<file path="config.mk">
export PLATFORM = sky130hd
export DESIGN_NAME = fetch_unit
export DESIGN_NICKNAME = d
export VERILOG_FILES = /design/src/rtl/fetch_unit.sv
export SDC_FILE = /design/constraint.sdc
export NUM_CORES = 1
export LEC_CHECK = 0
export CORE_UTILIZATION = 46
export CTS_BUF_LIST = sky130_fd_sc_hd__clkbuf_2 sky130_fd_sc_hd__clkbuf_4 sky130_fd_sc_hd__clkbuf_8
export DETAILED_ROUTE_END_ITERATION = 10
export PLACE_DENSITY_LB_ADDON = 0.25
export SETUP_SLACK_MARGIN = 0.4
export SKIP_LAST_GASP = 1
export SYNTH_ARGS = -nofsm -noshare
export SYNTH_HDL_FRONTEND = slang
export SYNTH_SLANG_ARGS = --single-unit
</file>
<file path="constraint.sdc">
create_clock -name clk -period 6.1 [get_ports clk]
set_clock_uncertainty 0.15 [all_clocks]
set_input_delay 0.61 -clock clk [delete_from_list [all_inputs] [get_ports clk]]
set_output_delay 0.61 -clock clk [all_outputs]
set_load 0.005 [all_outputs]
</file>
<file path="src/rtl/fetch_unit.sv">
// Instruction-fetch initiator: owns the PC, drives imem_addr, and buffers {pc, word} pairs in a circular prefetch queue for decode.
// Optional build macro FETCH_MISALIGN_CHK_EN: misaligned redirects halt fetch and raise fetch_fault.
module fetch_unit #(
  parameter logic [31:0] RESET_PC = 32'h0000_0000,
  parameter int          DEPTH    = 2
) (
  input  logic        clk,
  input  logic        rst,
  output logic [31:0] imem_addr,
  input  logic [31:0] imem_rdata,
  input  logic        redirect_valid,
  input  logic [31:0] redirect_pc,
  output logic        inst_valid,
  input  logic        inst_ready,
  output logic [31:0] inst_data,
  output logic [31:0] inst_pc,
  output logic        fetch_fault
);

  localparam int PW = (DEPTH > 1) ? $clog2(DEPTH) : 1;
  localparam int CW = PW + 1;

  logic [31:0]   fetch_pc_q, fetch_pc_d;
  logic [PW-1:0] rd_ptr_q, rd_ptr_d;
  logic [PW-1:0] wr_ptr_q, wr_ptr_d;
  logic [CW-1:0] count_q, count_d;
  logic [31:0]   pc_mem   [DEPTH];
  logic [31:0]   data_mem [DEPTH];

  logic        pop;
  logic        push;
  logic        halt;
  logic [31:0] redirect_tgt;

`ifdef FETCH_MISALIGN_CHK_EN
  logic halt_q, halt_d;

  assign halt         = halt_q;
  assign redirect_tgt = redirect_pc;
  assign fetch_fault  = halt_q;

  // Every redirect re-evaluates the fault; only an aligned one clears it.
  always_comb begin
    halt_d = halt_q;
    if (redirect_valid) begin
      halt_d = (redirect_pc[1:0] != 2'b00);
    end
  end

  always_ff @(posedge clk) begin
    if (rst) begin
      halt_q <= 1'b0;
    end else begin
      halt_q <= halt_d;
    end
  end
`else
  logic unused_redirect_lsbs;

  assign halt                 = 1'b0;
  assign redirect_tgt         = {redirect_pc[31:2], 2'b00};
  assign fetch_fault          = 1'b0;
  assign unused_redirect_lsbs = ^redirect_pc[1:0];
`endif

  assign imem_addr  = fetch_pc_q;
  assign inst_valid = (count_q != '0);
  assign inst_data  = inst_valid ? data_mem[rd_ptr_q] : 32'h0;
  assign inst_pc    = inst_valid ? pc_mem[rd_ptr_q]   : 32'h0;

  assign pop  = inst_valid && inst_ready;
  assign push = !redirect_valid && !halt && ((count_q < CW'(DEPTH)) || pop);

  always_comb begin
    fetch_pc_d = fetch_pc_q;
    rd_ptr_d   = rd_ptr_q;
    wr_ptr_d   = wr_ptr_q;
    count_d    = count_q;
    if (redirect_valid) begin
      // Flush: the word fetched this cycle and any accepted head are both dropped.
      fetch_pc_d = redirect_tgt;
      rd_ptr_d   = '0;
      wr_ptr_d   = '0;
      count_d    = '0;
    end else begin
      if (push) begin
        fetch_pc_d = fetch_pc_q + 32'd4;
        wr_ptr_d   = wr_ptr_q + PW'(1);
      end
      if (pop) begin
        rd_ptr_d = rd_ptr_q + PW'(1);
      end
      count_d = count_q + CW'(push) - CW'(pop);
    end
  end

  always_ff @(posedge clk) begin
    if (rst) begin
      fetch_pc_q <= RESET_PC;
      rd_ptr_q   <= '0;
      wr_ptr_q   <= '0;
      count_q    <= '0;
    end else begin
      fetch_pc_q <= fetch_pc_d;
      rd_ptr_q   <= rd_ptr_d;
      wr_ptr_q   <= wr_ptr_d;
      count_q    <= count_d;
    end
  end

  always_ff @(posedge clk) begin
    if (push) begin
      pc_mem[wr_ptr_q]   <= fetch_pc_q;
      data_mem[wr_ptr_q] <= imem_rdata;
    end
  end

endmodule
</file>
==> out/metrics.yaml, run 1 <==
clock.fmax_mhz: 286
grt_max_degree: 64
arrival_ns: 3.46
drv_cap: 0
p_leak_nw: 2.88
gp_congestion: 0.790
vdd_drop_max_v: 0.000123
cp-end-kind: "flop"
cp_num_buf_inv: 4
die_h_um: 123
ctsHoldBuffers: 0
status: "finished clean"
grt_pass1_wl_um: 23700
cts_sinks: 159
via_per_inst: 5.51
syn_inst: 523
start_util_pct: 48.0
cts_resized: 0
mostFrequentLayoutCells: "clkdlybuf4s50_1, edfxtp_1, nor2_1"
yosysSeqAreaShare_pct: 65.3
insertion_delay_ns: 0.45
final.setup.tns_ns: 0
ys.flop_type: "edfxtp_1"
yosysWarnings: 0
syn_avg_cell_area_um2: 12.9
dieArea_um2: 15200
portBuffers: 158
hold_viol: 0
cp-start-kind: "primary input"
ys_ff_latch: 159
setup_viol: 0
p_per_area_nw_per_um2: 263
drt_iter0_drc: 381
wl_um: 15500
layout_min_cycle_time_ns: 3.49
cp_common_cell: "buf_4"
final_layout_size_suffix_gt1_share_pct: 7.30
drc: 0
crit_chain: "clkdlybuf4s50_1 -> buf_4 -> inv_2 -> and3_2 -> buf_4"
yosysUniqueCellTypes: 49
io_pins: 166
grt_pass1_vias: 4743
fillers: 1135
wl_per_cell_um: 17.9
crit_required_ns: 6.07
root_buffer: "clkbuf_8"
vias: 4769
worstSetupPathType: "in2reg"
final_cell_area_um2: 8870
fp-row-count: 43
clock_path_buffers: 2
grt_antenna_before_repair: 0
dpl-instance-area_um2: 8440
critPathMaxFanout: 46
async_flop_share_pct: 0
grt_usage_pct: 20.8
synth_area_um2: 6770
h-tree-depth: 4
nNetsFinal: 742
synth_edf_count: 124
overflow: 0
min_period_over_period_pct: 57.3
dr.pass1.iters: 4
drv_slew: 0
crit_slowest_cell: "and3_2"
postCtsSetupRepairBufs: 0
layout_commonest_cell: "clkdlybuf4s50_1"
slew_headroom_pct: 24.6
min_path_type: "reg2reg"
tightest_slew_ns: 1.13
core_area_um2: 14100
crit_family: "buffers and inverters"
hpwl_um: 9710
diodes: 0
clk_pin_slew_ns: 0.08
rsz0062_at_grt: "false"
cts_buffers: 17
cts_tree: "built"
die_x_um: 123
ant_nets: 0
area_delta_synth_final_pct: 30.9
critPathMaxStageDelay_ns: 1.10
-- synthesized netlist by cell type (9+ instances only) --
library cell,count,area (µm²)
nand4_1,12,75.1
nand2_1,20,75.1
inv_1,9,33.8
nor3_1,9,45.0
mux2i_1,62,621
edfxtp_1,124,3720
nor2_1,89,334
a311oi_1,17,149
dfxtp_1,35,701
and3_1,9,56.3
clkbuf_1,21,78.8
-- cells by family after synthesis --
family,count (synthesis),synth area share [%]
other cells,1,0.0554
compound gates,55,6.32
flops,159,65.3
xor+xnor,11,1.42
fa+ha+maj,2,0.369
buf+inv,47,3.68
simple gates,186,13.7
mux,62,9.16
-- routing by layer --
metal	GRT usage, %	share of wire [%]	up-vias
li1	-	-	2259
met1	25.7	42	2315
met2	35.2	51	172
met3	3.97	5.9	23
met4	9.49	1.6	0
met5	0	0	-
-- sequential cells by signal (all words and copies together), names as in the netlist, named ones only --
name,flops
count_q,2
data_mem,64
rd_ptr_q,1
wr_ptr_q,1
imem_addr,30
pc_mem,60
-- worst reg2reg max path, cell delays in order, from the launching register on --
cell      delay [ns]
dfxtp_1         0.38
nand2b_1        0.38
and3_2          1.04
buf_4           0.46
-- cell type report --
class | instances | area, µm² | share of cell area [%]
clock buffers | 24 | 287 | 3.23
clock inverters | 8 | 138 | 1.55
inverters | 10 | 37.5 | 0.423
multi-input cells | 321 | 2130 | 24.1
flip-flops and latches | 159 | 4430 | 49.9
well taps | 180 | 225 | 2.54
repair buffers | 163 | 1620 | 18.3
-- power by group --
group          internal [mW]  total (mW)  switching [mW]
registers               1.23        1.28          0.0446
clock network          0.474       0.830           0.356
logic                  0.130       0.230           0.100
-- final timing paths --
kind                                      from        endpoint  slack [ns]  cells past startpoint
worst min-delay path             imem_addr[30]   pc_mem[1][30]        0.40                      0
worst max-delay path            redirect_valid  data_mem[1][4]        2.61                      5
worst max register to register      count_q[1]  data_mem[1][4]        3.37                      3
worst min register to register   imem_addr[30]   pc_mem[1][30]        0.40                      0
-- metrics by stage --
stage                     setup slack, ns  util (%)  std cells  hold slack (ns)  power (mW)
after floorplan                      2.11         -        527            0.336        1.39
after global placement               2.23      59.9        833            0.381        1.52
after detailed placement             2.15      59.9        833            0.386        1.53
after CTS                            2.63      62.9        865            0.401        2.35
after global routing                 2.46      62.9        865            0.417        2.42
final                                2.61      62.9        865            0.401        2.34
(Power assumes the default switching activity.)
==> run 2: changes to the inputs <==
==> constraint.sdc (replaced) <==
create_clock -name clk -period 2.9 [get_ports clk]
set_clock_uncertainty 0.15 [all_clocks]
set_input_delay 0.29 -clock clk [delete_from_list [all_inputs] [get_ports clk]]
set_output_delay 0.29 -clock clk [all_outputs]
set_load 0.005 [all_outputs]
==> run 2 against run 1 <==
  * Power is 120% higher
  * Critical path type is now reg2reg
  * Global-route usage is 0.40 points higher
  * Die area stayed put
==> out/metrics.yaml, run 2 (synthesis results as in run 1) <==
portBuffers: 158
grt_pass1_vias: 4623
grt_antenna_before_repair: 0
cts_buffers: 17
status: "finished clean"
dieArea_um2: 15200
nNetsFinal: 756
multiInputGateArea_um2: 2140
grt_pass1_wl_um: 24000
fillers: 1088
die_x_um: 123
ant_nets: 0
crit_required_ns: 3.10
layout_min_cycle_time_ns: 2.40
drc: 0
drt_iter0_drc: 287
setup_viol: 0
grt_max_degree: 48
rsz0062_at_grt: "true"
critPathMaxFanout: 11
overflow: 0
hpwl_um: 10400
vdd_drop_max_v: 0.000284
clock_path_buffers: 2
arrival_ns: 2.59
root_buffer: "clkbuf_8"
diodes: 0
gp_congestion: 0.837
die_h_um: 123
ff_latch_area_um2: 4430
largest_reg_flops: 64
regMostFlops: "data_mem"
tightest_slew_ns: 0.804
final.setup.tns_ns: 0
layout_commonest_cell: "clkdlybuf4s50_1"
vias: 4838
core_area_um2: 14100
drv_cap: 0
final_layout_size_suffix_gt1_share_pct: 9.73
fp-row-count: 43
report.power.total_mw: 5.13
instances_no_fill: 879
slew_headroom_pct: 46.1
min_path_type: "in2reg"
area_delta_synth_final_pct: 34.7
start_util_pct: 48.0
min_period_over_period_pct: 82.7
clk_pin_slew_ns: 0.08
drv_slew: 0
wl_um: 15700
h-tree-depth: 4
via_per_inst: 5.50
cts_sinks: 159
dr.pass1.iters: 6
grt_usage_pct: 21.2
dp_cells: 842
worstSetupPathType: "reg2reg"
mostFrequentLayoutCells: "clkdlybuf4s50_1, edfxtp_1, nor2_1"
insertion_delay_ns: 0.45
p_per_area_nw_per_um2: 562
wl_per_cell_um: 17.8
p_leak_nw: 3.01
hold_viol: 0
clock.fmax_mhz: 417
cp-start-kind: "flop"
io_pins: 166
cp-end-kind: "flop"
cts_tree: "built"
==> run 2: cell count changes in the layout (fill, tap and decap cells not counted), sizes merged <==
| cell | before | now |
|---|---|---|
| clkbuf | 24 | 21 |
| inv | 10 | 11 |
| buf | 5 | 19 |
| bufinv | 4 | 6 |
==> run 2: routing by layer <==
metal / global-route usage (%) / share of wire (%) / vias up
met2: 34.7 / 49 / 207
met4: 9.64 / 2.3 / 0
met1: 27.2 / 42 / 2307
met3: 4.01 / 6.5 / 27
li1: - / - / 2297
met5: 0 / 0 / -
==> run 2: worst paths after layout <==
kind | startpoint | end | slack (ns) | depth (start not counted)
hold / removal | redirect_pc[2] | imem_addr[2] | 0.26 | 3
hold reg to reg | imem_addr[6] | pc_mem[0][6] | 0.40 | 0
setup reg to reg | imem_addr[4] | imem_addr[23] | 0.50 | 4
setup / recovery | imem_addr[4] | imem_addr[23] | 0.50 | 4
==> run 2: per-stage QoR <==
step / hold slack [ns] / cell area [µm²] / setup WS [ns] / utilization (%)
2_1_floorplan: 0.239 / 6820 / 0.236 / -
3_3_place_gp: 0.384 / 8550 / 0.424 / 60.7
3_5_place_dp: 0.382 / 8550 / 0.390 / 60.7
4_1_cts: 0.229 / 9120 / 0.540 / 64.7
5_1_grt: 0.250 / 9120 / 0.377 / 64.7
6_report: 0.262 / 9120 / 0.502 / 64.7
==> run 2: report_power, final <==
group	switching [mW]	total [mW]	internal, mW
clock	0.779	1.94	1.16
combinational	0.221	0.510	0.290
sequential	0.0884	2.68	2.59
total	1.09	5.13	4.04
==> run 2: critical path, cell delays in order (launching register included) <==
cell and delay, ns:
dfxtp_1 0.49, and3_1 0.39, nand3_1 0.38, or4_1 0.61, a311oi_1 0.28
==> run 2: cell type report <==
class	count	area share, %
flip-flops and latches	159	48.6
repair buffers	177	19.8
inverters	10	0.412
well taps	180	2.47
clock buffers	21	2.96
multi-input cells	321	23.5
clock inverters	11	2.33
==> run 2: timing repair <==
item / CTS / global route
hold buffers: 0 / 0
pin swaps: 1 / 0
resized for setup: 0 / 1
setup buffers: 5 / 0
setup endpoints to repair: 59 / 3
